<file path="src/rtl/mips_pr_pkg.sv">
// Shared definitions for the peripheral-bus timer: register map, CTRL layout,
// FSM state encoding and a byte-enable merge helper.
package mips_pr_pkg;

  localparam int unsigned BUS_W = 32;

  localparam logic [1:0] TMR_CTRL   = 2'b00;
  localparam logic [1:0] TMR_PRESET = 2'b01;
  localparam logic [1:0] TMR_COUNT  = 2'b10;

  localparam logic [1:0] MODE_ONESHOT = 2'b00;
  localparam logic [1:0] MODE_RELOAD  = 2'b01;

  localparam int unsigned CTRL_EN      = 0;
  localparam int unsigned CTRL_MODE_LO = 1;
  localparam int unsigned CTRL_MODE_HI = 2;
  localparam int unsigned CTRL_IM      = 3;
  localparam int unsigned CTRL_W       = 4;

  typedef enum logic [1:0] {
    ST_IDLE = 2'b00,
    ST_LOAD = 2'b01,
    ST_CNT  = 2'b10,
    ST_INT  = 2'b11
  } tmr_state_e;

  // Replace each byte of old_v whose enable is set with the matching byte of new_v.
  function automatic logic [BUS_W-1:0] be_merge(input logic [BUS_W-1:0] old_v,
                                                input logic [BUS_W-1:0] new_v,
                                                input logic [3:0]       be);
    logic [BUS_W-1:0] res;
    res = old_v;
    for (int i = 0; i < 4; i++) begin
      if (be[i]) res[8*i +: 8] = new_v[8*i +: 8];
    end
    return res;
  endfunction

endpackage

</file>
<file path="src/rtl/pr_timer.sv">
// Programmable down-counting timer: CTRL/PRESET/COUNT register file, a four-state
// load/count/interrupt FSM and a registered interrupt line.
module pr_timer
  import mips_pr_pkg::*;
#(
  parameter int unsigned CNT_W = 32
) (
  input  logic              clk,
  input  logic              rst,
  input  logic [1:0]        Addr,
  input  logic              WE,
  input  logic [3:0]        BE,
  input  logic [BUS_W-1:0]  DIn,
  output logic [BUS_W-1:0]  DOut,
  output logic              IRQ
);

  logic [CTRL_W-1:0] ctrl_q;
  logic [CNT_W-1:0]  preset_q;
  logic [CNT_W-1:0]  count_q;
  logic              irq_flag_q;
  logic              irq_q;
  tmr_state_e        state_q;

  logic              wr_ctrl_c;
  logic              wr_preset_c;
  logic              mode_reload_c;
  logic [CTRL_W-1:0] ctrl_wr_c;
  logic [BUS_W-1:0]  preset_wr_c;

  // CTRL only has live bits in byte 0, so only BE[0] matters for it.
  always_comb begin
    wr_ctrl_c     = WE && (Addr == TMR_CTRL);
    wr_preset_c   = WE && (Addr == TMR_PRESET);
    mode_reload_c = (ctrl_q[CTRL_MODE_HI:CTRL_MODE_LO] == MODE_RELOAD);
    ctrl_wr_c     = BE[0] ? DIn[CTRL_W-1:0] : ctrl_q;
    preset_wr_c   = be_merge(BUS_W'(preset_q), DIn, BE);
  end

  // Read mux; reads never alter state.
  always_comb begin
    DOut = '0;
    case (Addr)
      TMR_CTRL:   DOut = BUS_W'(ctrl_q);
      TMR_PRESET: DOut = BUS_W'(preset_q);
      TMR_COUNT:  DOut = BUS_W'(count_q);
      default:    DOut = '0;
    endcase
  end

  assign IRQ = irq_q;

  // FSM and counter first; CPU writes are applied last so they take precedence.
  always_ff @(posedge clk or posedge rst) begin
    if (rst) begin
      ctrl_q     <= '0;
      preset_q   <= '0;
      count_q    <= '0;
      irq_flag_q <= 1'b0;
      irq_q      <= 1'b0;
      state_q    <= ST_IDLE;
    end else begin
      irq_q <= irq_flag_q & ctrl_q[CTRL_IM];

      if (!ctrl_q[CTRL_EN]) begin
        state_q <= ST_IDLE;
      end else begin
        case (state_q)
          ST_IDLE: state_q <= ST_LOAD;
          ST_LOAD: begin
            count_q <= preset_q;
            state_q <= ST_CNT;
          end
          ST_CNT: begin
            if (count_q <= CNT_W'(1)) begin
              count_q    <= '0;
              irq_flag_q <= 1'b1;
              state_q    <= ST_INT;
            end else begin
              count_q <= count_q - CNT_W'(1);
            end
          end
          ST_INT: begin
            if (mode_reload_c) begin
              irq_flag_q <= 1'b0;
              state_q    <= ST_LOAD;
            end else begin
              ctrl_q[CTRL_EN] <= 1'b0;
              state_q         <= ST_IDLE;
            end
          end
          default: state_q <= ST_IDLE;
        endcase
      end

      if (wr_ctrl_c) begin
        ctrl_q     <= ctrl_wr_c;
        irq_flag_q <= 1'b0;
      end

      // A new PRESET restarts the cycle through IDLE; COUNT is left as is.
      if (wr_preset_c) begin
        preset_q   <= CNT_W'(preset_wr_c);
        irq_flag_q <= 1'b0;
        state_q    <= ST_IDLE;
      end
    end
  end

endmodule
</file>
<file path="config.mk">
export PLATFORM = sky130hd
export DESIGN_NAME = pr_timer
export DESIGN_NICKNAME = d
export VERILOG_FILES = /design/src/rtl/mips_pr_pkg.sv /design/src/rtl/pr_timer.sv
export SDC_FILE = /design/constraint.sdc
export NUM_CORES = 1
export LEC_CHECK = 0
export ABC_AREA = 1
export BUFFER_PORTS_ARGS = -buffer_cell sky130_fd_sc_hd__buf_4
export CAP_MARGIN = 15
export CORE_UTILIZATION = 40
export CTS_CLUSTER_DIAMETER = 150
export DETAILED_ROUTE_END_ITERATION = 10
export SLEW_MARGIN = 10
export SYNTH_ARGS = -nofsm -noshare
export SYNTH_HDL_FRONTEND = slang
export SYNTH_SLANG_ARGS = --single-unit
</file>
<file path="constraint.sdc">
create_clock -name clk -period 3.05 [get_ports clk]
set_clock_uncertainty 0.2 [all_clocks]
set_input_delay 0.61 -clock clk [delete_from_list [all_inputs] [get_ports clk]]
set_output_delay 0.61 -clock clk [all_outputs]
set_load 0.1 [all_outputs]
</file>
; ---- After elaboration in Yosys (flattened, before gate mapping)
; Index checks and enable logic that the tools add are counted.
[totals]
in_bits = 41
output_inout_bits = 33
word_cells = 56
ff_bits = 72
[classes]
n_eq_ne = 10
mux = 19
n_bitwise = 1
reduce_logical = 14
add_sub_neg = 1
magnitude_cmp = 1
[ops]
columns = operator, n
row1 = 32-bit one-hot mux with 3 select lines, 1
row2 = 32-bit one-hot mux with 2 select lines, 1
row3 = "32-bit by 1-bit less-or-equal comparator with 1-bit output, second input constant", 1
row4 = 32-bit 2-to-1 mux, 1
row5 = "32-bit by 1-bit subtractor with 32-bit output, second input constant", 1
row6 = "4-bit != test, second input constant", 3
row7 = 2-bit AND reduction, 6
row8 = 1-bit 2-to-1 mux, 11
row9 = 2-bit one-hot mux with 4 select lines, 1
row10 = "2-bit by 1-bit == test with 1-bit output, second input constant", 3
row11 = "2-bit == test, second input constant", 3
row12 = 2-bit 2-to-1 mux, 3
row13 = 2-bit logical NOT, 2
row14 = 4-bit AND reduction, 1
row15 = 4-bit nonzero test, 1
row16 = 3-bit nonzero test, 1
row17 = 1-bit logical AND, 2
row18 = "2-bit != test, second input constant", 1
row19 = 1-bit one-hot mux with 2 select lines, 1
row20 = 2-bit nonzero test, 1
row21 = 1-bit AND, 1

; ---- Depth between registers and ports, before layout
; Gate-level depths: netlist of the first run.
[logic_depth]
word_depth = 6
depth_mapped = 11
depth_no_buf = 11

; ---- Least setup slack after synthesis of the first run
; Ideal clock, no wire load.
[synth_path]
path_type = input to output
startpoint = input Addr[1]
endpoint = output DOut[18]
n_path_buf = 2
required_ns = 2.240
setup_slack_ns = -1.062
stages = 4
t_arrival_ns = 3.302
cell_sequence = buf_2 -> nand2_1 -> clkbuf_1 -> o21ai_0
[synth_between]
elab_chain_len = 2
word_cells_on_any_way = 4
classes_between = eq/ne: 2 / mux: 1 / reduce/logical: 1
[synth_rtl]
columns = element, line_no
row1 = from (decl), pr_timer.sv:10  ; input logic [1:0] Addr,
row2 = "2-bit == test, or another cell as far along", pr_timer.sv:43  ; case (Addr)
row3 = 32-bit one-hot mux with 3 select lines *, pr_timer.sv:43
row4 = to (decl), pr_timer.sv:14  ; output logic [BUS_W-1:0] DOut,
; Mark *: on every way between the ends. The rest lies on a longest branch, timed or not.

; ---- Worst setup path after layout of the first run
[layout_path]
startpoint = input Addr[1]
endpoint = output DOut[31]
; The elaborated chain is that of the path after synthesis.

==> metrics.cfg, run 1 <==
[timing]
fin_hold_ws_ps = 138
period_share = 0.884
setup_viol_count_final = 0
rsz0062_at_grt = no
finalHoldViolations = 0
slew_viol_final = 0
tightestPinTransition_ps = 673
finalSetupTns_ps = 0
slew_headroom = 0.551
fin_crit_ps = 2700
fmax_ghz = 0.371

[synth]
synth_cell_types = 29
synth_top_area_cell = dfrtp_1
synth_seq_cells = 72
yosysTopAreaCellShare = 0.393
ys_warn_count = 0
synth_nets = 650
yosys-top-cells-area = dfrtp_1, nand2_1, nor2_1
syn_area_um2 = 4590
ys_seq_area_frac = 0.393
syn_avg_cell_area_um2 = 7.60
synthCells = 604

[setup_path]
cpMostUsedCell = buf_4
critical_path.max_fanout = 27
slowest_stage = nor2_8
crit_path_cell_trace = buf_4 -> nor2_8 -> inv_4 -> o22ai_1 -> buf_4
start_kind = primary input
crit_start = Addr[1]
critPathRequiredTime_ps = 2240
crit_arrival_ps = 1890
crit_type = in -> out
cpPeakStageDelay_ps = 420
crit_path_end_kind = primary output
reg2reg_from = count_q[0]

[power_and_ir_drop]
swShare = 0.494
p_seq_frac = 0.317
leakagePower_nw = 2.55
p_sw_w = 0.00262
p_per_area_nw_per_um2 = 950
peakVddDrop_v = 0.000509
intPower_w = 0.00269
clkPwrFrac = 0.193
combPwrFrac = 0.490

[global_routing]
antenna_found_initial = 0
gr-total-overflow = 0
grt_pass1_vias = 4228
grt_max_degree = 36
track_usage = 0.236
grt_pass1_wl_um = 20900

[route]
viasPerCell = 5.16
wl_um = 12900
drc_errors = 0
antenna_left = 0
vias = 4239
wl_per_cell_um = 15.7
firstDrtPassIters = 4
drt-initial-drc-count = 226

[placed_design]
place_congestion = 0.913
dp_hpwl_um = 9120
portBuffers = 73
dpl.cell_count = 805
placed_cell_area_um2 = 5300

[layout]
drive_gt1_frac = 0.267
fin_area_um2 = 5590
n_fill_cell = 1090
antenna_cells = 0
syn2layout_area_growth_pct = 21.8
layoutNonFillerInstCount = 821
num-nets-final = 722

[clocking]
holdBufCountCts = 0
cts_tree = done
cts.sinks = 72
clockBufferDepth = 2
clock_latency_ps = 350
cts_root_buf = clkbuf_16
cts_buffers = 9
cts-resized-gates = 0
post_cts.repair.setup_buffers = 0
htree_levels = 3
clkSlewWorstSetupHoldPaths_ps = 60

[run_status]
status = finished clean

[die]
initial_core_util = 0.416
die_x_um = 109
die_h_um = 109
core-area_um2 = 11000
die_area_um2 = 11900
fp-row-count = 38
io_pins = 74

[min_path]
min_path_type = in -> async

[run]
cap_viol_max_count = 0

## state kept, by name, summed over array words and instances, names as in the netlist
name / flops
irq_flag_q: 1
state_q: 2
ctrl_q: 4
count_q: 32
preset_q: 32
IRQ: 1
## critical path: cells and delay by family
| kind | cells | cell delay (ps) |
|---|---|---|
| buffers and inverters | 3 | 660 |
| AND/OR/NAND/NOR | 1 | 420 |
| AO/OA/AOI/OAI | 1 | 180 |
## cells in the mapped netlist
cell type,instances
nand3_1,17
o22ai_1,5
nand2_2,8
buf_2,1
nand2_4,4
buf_6,4
inv_4,1
xor2_1,9
nor2_8,3
o211ai_1,4
a21oi_2,11
nand3_2,13
nand4_1,4
nor2_2,8
nor3_1,3
a21oi_1,66
clkinv_1,1
buf_1,2
ha_1,5
dfrtp_1,72
nand2_1,121
inv_1,61
o21ai_2,3
nor2_4,4
mux2_2,23
nor2_1,98
clkbuf_1,11
o21ai_0,40
inv_2,2
## worst paths after layout
kind | cells after the start | slack [ps] | to
max | 5 | 350 | DOut[31]
min | 2 | 140 | preset_q[11]
max reg2reg | 10 | 750 | state_q[0]
min reg2reg | 2 | 300 | IRQ
max in group asynchronous | 3 | 1710 | preset_q[31]
min in group clk | 2 | 290 | preset_q[8]
## per-layer routing
metal / track usage / routed length (um) / vias to the layer above
met5: 0 / 0 / -
met4: 0.0724 / 252 / 0
met3: 0.0598 / 643 / 16
met2: 0.387 / 5990 / 118
met1: 0.303 / 5990 / 1999
li1: - / - / 2106
## final cells by class
type                    instances  area [um^2]  area share
clock inverters                 3         15.0     0.00269
inverters                      65          251      0.0450
clock buffers                  13          270      0.0484
well taps                     140          175      0.0313
flip-flops and latches         72         1800       0.322
repair buffers                 79          593       0.106
multi-input cells             449         2480       0.444
## cell usage in the layout (no fill, tap or decap)
cell,count
a21oi_2,11
nand2_4,4
nor2_8,3
nand2_2,8
nor2_4,4
o21ai_1,14
clkbuf_1,1
inv_2,2
clkbuf_16,9
nor2_1,98
nand3_1,17
o211ai_1,4
inv_1,60
nor2_2,8
o21ai_0,20
a21oi_1,66
mux2_2,23
nor3_1,3
inv_6,1
xor2_1,9
clkbuf_8,3
clkinv_2,3
nand2_8,1
clkinv_1,1
o22ai_1,5
o21ai_2,9
nand2_1,120
nand3_2,13
nand4_1,4
buf_4,79
dfrtp_1,72
ha_1,5
inv_4,1
## power by group through the flow
stage	Sequential (W)	Combinational (W)	Clock [W]
final	0.00168	0.00260	0.00102
after CTS	0.00167	0.00262	0.00105
after detailed placement	0.00169	0.00261	0
after global placement	0.00167	0.00257	0
after global routing	0.00173	0.00286	0.00110
after floorplan	0.00157	0.00213	0
## logic make-up after synthesis
kind of cell | Yosys count | share of synthesized area
simple gates | 283 | 0.289
compound gates | 129 | 0.156
buf+inv | 83 | 0.0752
flops | 72 | 0.393
mux | 23 | 0.0564
xor+xnor | 9 | 0.0172
fa+ha+maj | 5 | 0.0136
## stage by stage
stage	worst slack (ps)	power, W	util
floorplan	-206	0.00370	-
global placement	412	0.00424	0.481
global route	320	0.00569	0.507
CTS	360	0.00534	0.507
finish	354	0.00531	0.507
detailed placement	367	0.00430	0.481
No activity file was read; power rests on OpenSTA's default activity.
==> run 2: changes to the inputs <==
--- a/config.mk
+++ b/config.mk
@@ -8,6 +8,7 @@
 export ABC_AREA = 1
 export BUFFER_PORTS_ARGS = -buffer_cell sky130_fd_sc_hd__buf_4
 export CAP_MARGIN = 15
+export CORE_MARGIN = 2
 export CORE_UTILIZATION = 40
 export CTS_CLUSTER_DIAMETER = 150
 export DETAILED_ROUTE_END_ITERATION = 10
==> metrics.cfg, run 2 (synthesis results as in run 1) <==
[run_status]
status = finished clean

[clocking]
post_cts.repair.setup_buffers = 0
holdBufCountCts = 0
htree_levels = 3
cts_buffers = 9
cts_root_buf = clkbuf_16
clockBufferDepth = 2
cts.sinks = 72
clock_latency_ps = 350
clkSlewWorstSetupHoldPaths_ps = 70
cts_tree = done
cts-resized-gates = 0

[die]
die_area_um2 = 12300
initial_core_util = 0.405
fp-row-count = 39
io_pins = 74
core-area_um2 = 11300
die_h_um = 111
die_x_um = 111

[placed_design]
dpl.cell_count = 807
placed_cell_area_um2 = 5310
portBuffers = 73
dp_hpwl_um = 9330
place_congestion = 0.954

[power_and_ir_drop]
peakVddDrop_v = 0.000417
intPower_w = 0.00303
p_sw_w = 0.00267
p_per_area_nw_per_um2 = 1000
leakagePower_nw = 2.59
p_seq_frac = 0.295
clkPwrFrac = 0.247
combPwrFrac = 0.458
swShare = 0.468

[timing]
slew_viol_final = 0
tightestPinTransition_ps = 698
rsz0062_at_grt = no
period_share = 0.849
slew_headroom = 0.534
finalHoldViolations = 0
fin_crit_ps = 2590
fmax_ghz = 0.386
setup_viol_count_final = 0

[setup_path]
worstReg2RegEnd = state_q[1]
crit_arrival_ps = 1780
critPathRequiredTime_ps = 2240
rr_worst_depth = 10
crit_type = in -> out
slowest_stage = buf_4
crit_path_end_kind = primary output
cpPeakStageDelay_ps = 310
cpMostUsedCell = buf_4
start_kind = primary input
critical_path.max_fanout = 20
rrSetupSlack_ps = 730
reg2reg_from = count_q[0]
crit_path_cell_trace = buf_4 -> nor2_8 -> buf_4 -> nand2_1 -> o21ai_1 -> buf_4

[layout]
num-nets-final = 721
area.sequential_um2 = 1800
fin_area_um2 = 5700
layoutNonFillerInstCount = 823
reg.largest.list = count_q: 32 flops, preset_q: 32 flops, ctrl_q: 4 flops
antenna_cells = 0
drive_gt1_frac = 0.268
syn2layout_area_growth_pct = 24.3
final_common_cell = nand2_1
layout_common_cells = nand2_1, nor2_1, buf_4, dfrtp_1, a21oi_1
multi_input_area_um2 = 2480
n_fill_cell = 1117

[route]
vias = 4226
firstDrtPassIters = 5
wl_um = 13000
antenna_left = 0
drc_errors = 0
wl_per_cell_um = 15.8
viasPerCell = 5.13
drt-initial-drc-count = 222

[global_routing]
track_usage = 0.219
gr-total-overflow = 0
antenna_found_initial = 0
grt_pass1_wl_um = 21700
grt_pass1_vias = 4266
grt_max_degree = 44

[run]
cap_viol_max_count = 0

[min_path]
min_path_type = in -> async

[run 2: cell types whose count changed in the layout (fill, tap and decap cells not counted)]
cell / before / now
buf_12: 0 / 1
clkinv_2: 3 / 0
inv_6: 1 / 2
bufinv_16: 0 / 5
clkinvlp_4: 0 / 1
clkbuf_8: 3 / 0
buf_4: 79 / 77
clkbuf_1: 1 / 0
[run 2: how the worst max path moves through the flow]
stage / from / end / slack (ps) / depth (start not counted)
after floorplan: Addr[1] / DOut[10] / -210 / 4
after global placement: Addr[1] / DOut[12] / 530 / 6
after detailed placement: Addr[1] / DOut[28] / 470 / 6
after CTS: Addr[1] / DOut[28] / 440 / 6
after global routing: Addr[1] / DOut[24] / 380 / 6
final: Addr[1] / DOut[28] / 460 / 6
[run 2: per-layer routing]
layer / wire length (um) / track usage / vias up
met5: 0 / 0 / -
met4: 312 / 0.0922 / 0
met3: 616 / 0.0284 / 19
met2: 5940 / 0.355 / 121
met1: 6120 / 0.298 / 1978
li1: - / - / 2108
[run 2: critical path, delay by kind of cell]
kind / cells / cell delay (ps)
buffers and inverters: 3 / 790
AOI/OAI and AO/OA: 1 / 100
and+or+nand+nor: 2 / 280
[run 2: area by class of cell]
cell class	instances	area share
sequential	72	0.316
tap	143	0.0314
inverter	65	0.0441
multi-input combinational	449	0.435
clock inverter	7	0.0292
clock buffer	9	0.0395
timing repair buffer	78	0.105
[run 2: per-stage QoR]
step / total power, W / worst slack [ps] / hold WS (ps) / utilization / TNS (ps)
2_1_floorplan: 0.00370 / -206 / 233 / - / -2600
3_3_place_gp: 0.00425 / 526 / 282 / 0.469 / 0
3_5_place_dp: 0.00430 / 474 / 282 / 0.469 / 0
4_1_cts: 0.00572 / 444 / 198 / 0.504 / 0
5_1_grt: 0.00605 / 384 / 236 / 0.504 / 0
6_report: 0.00570 / 459 / 173 / 0.504 / 0
[run 2: power by group through the flow]
stage | clock [W] | sequential, W | combinational, W
floorplan | 0 | 0.00157 | 0.00213
finish | 0.00141 | 0.00168 | 0.00261
global placement | 0 | 0.00168 | 0.00257
detailed placement | 0 | 0.00169 | 0.00261
CTS | 0.00142 | 0.00167 | 0.00262
global route | 0.00147 | 0.00173 | 0.00285
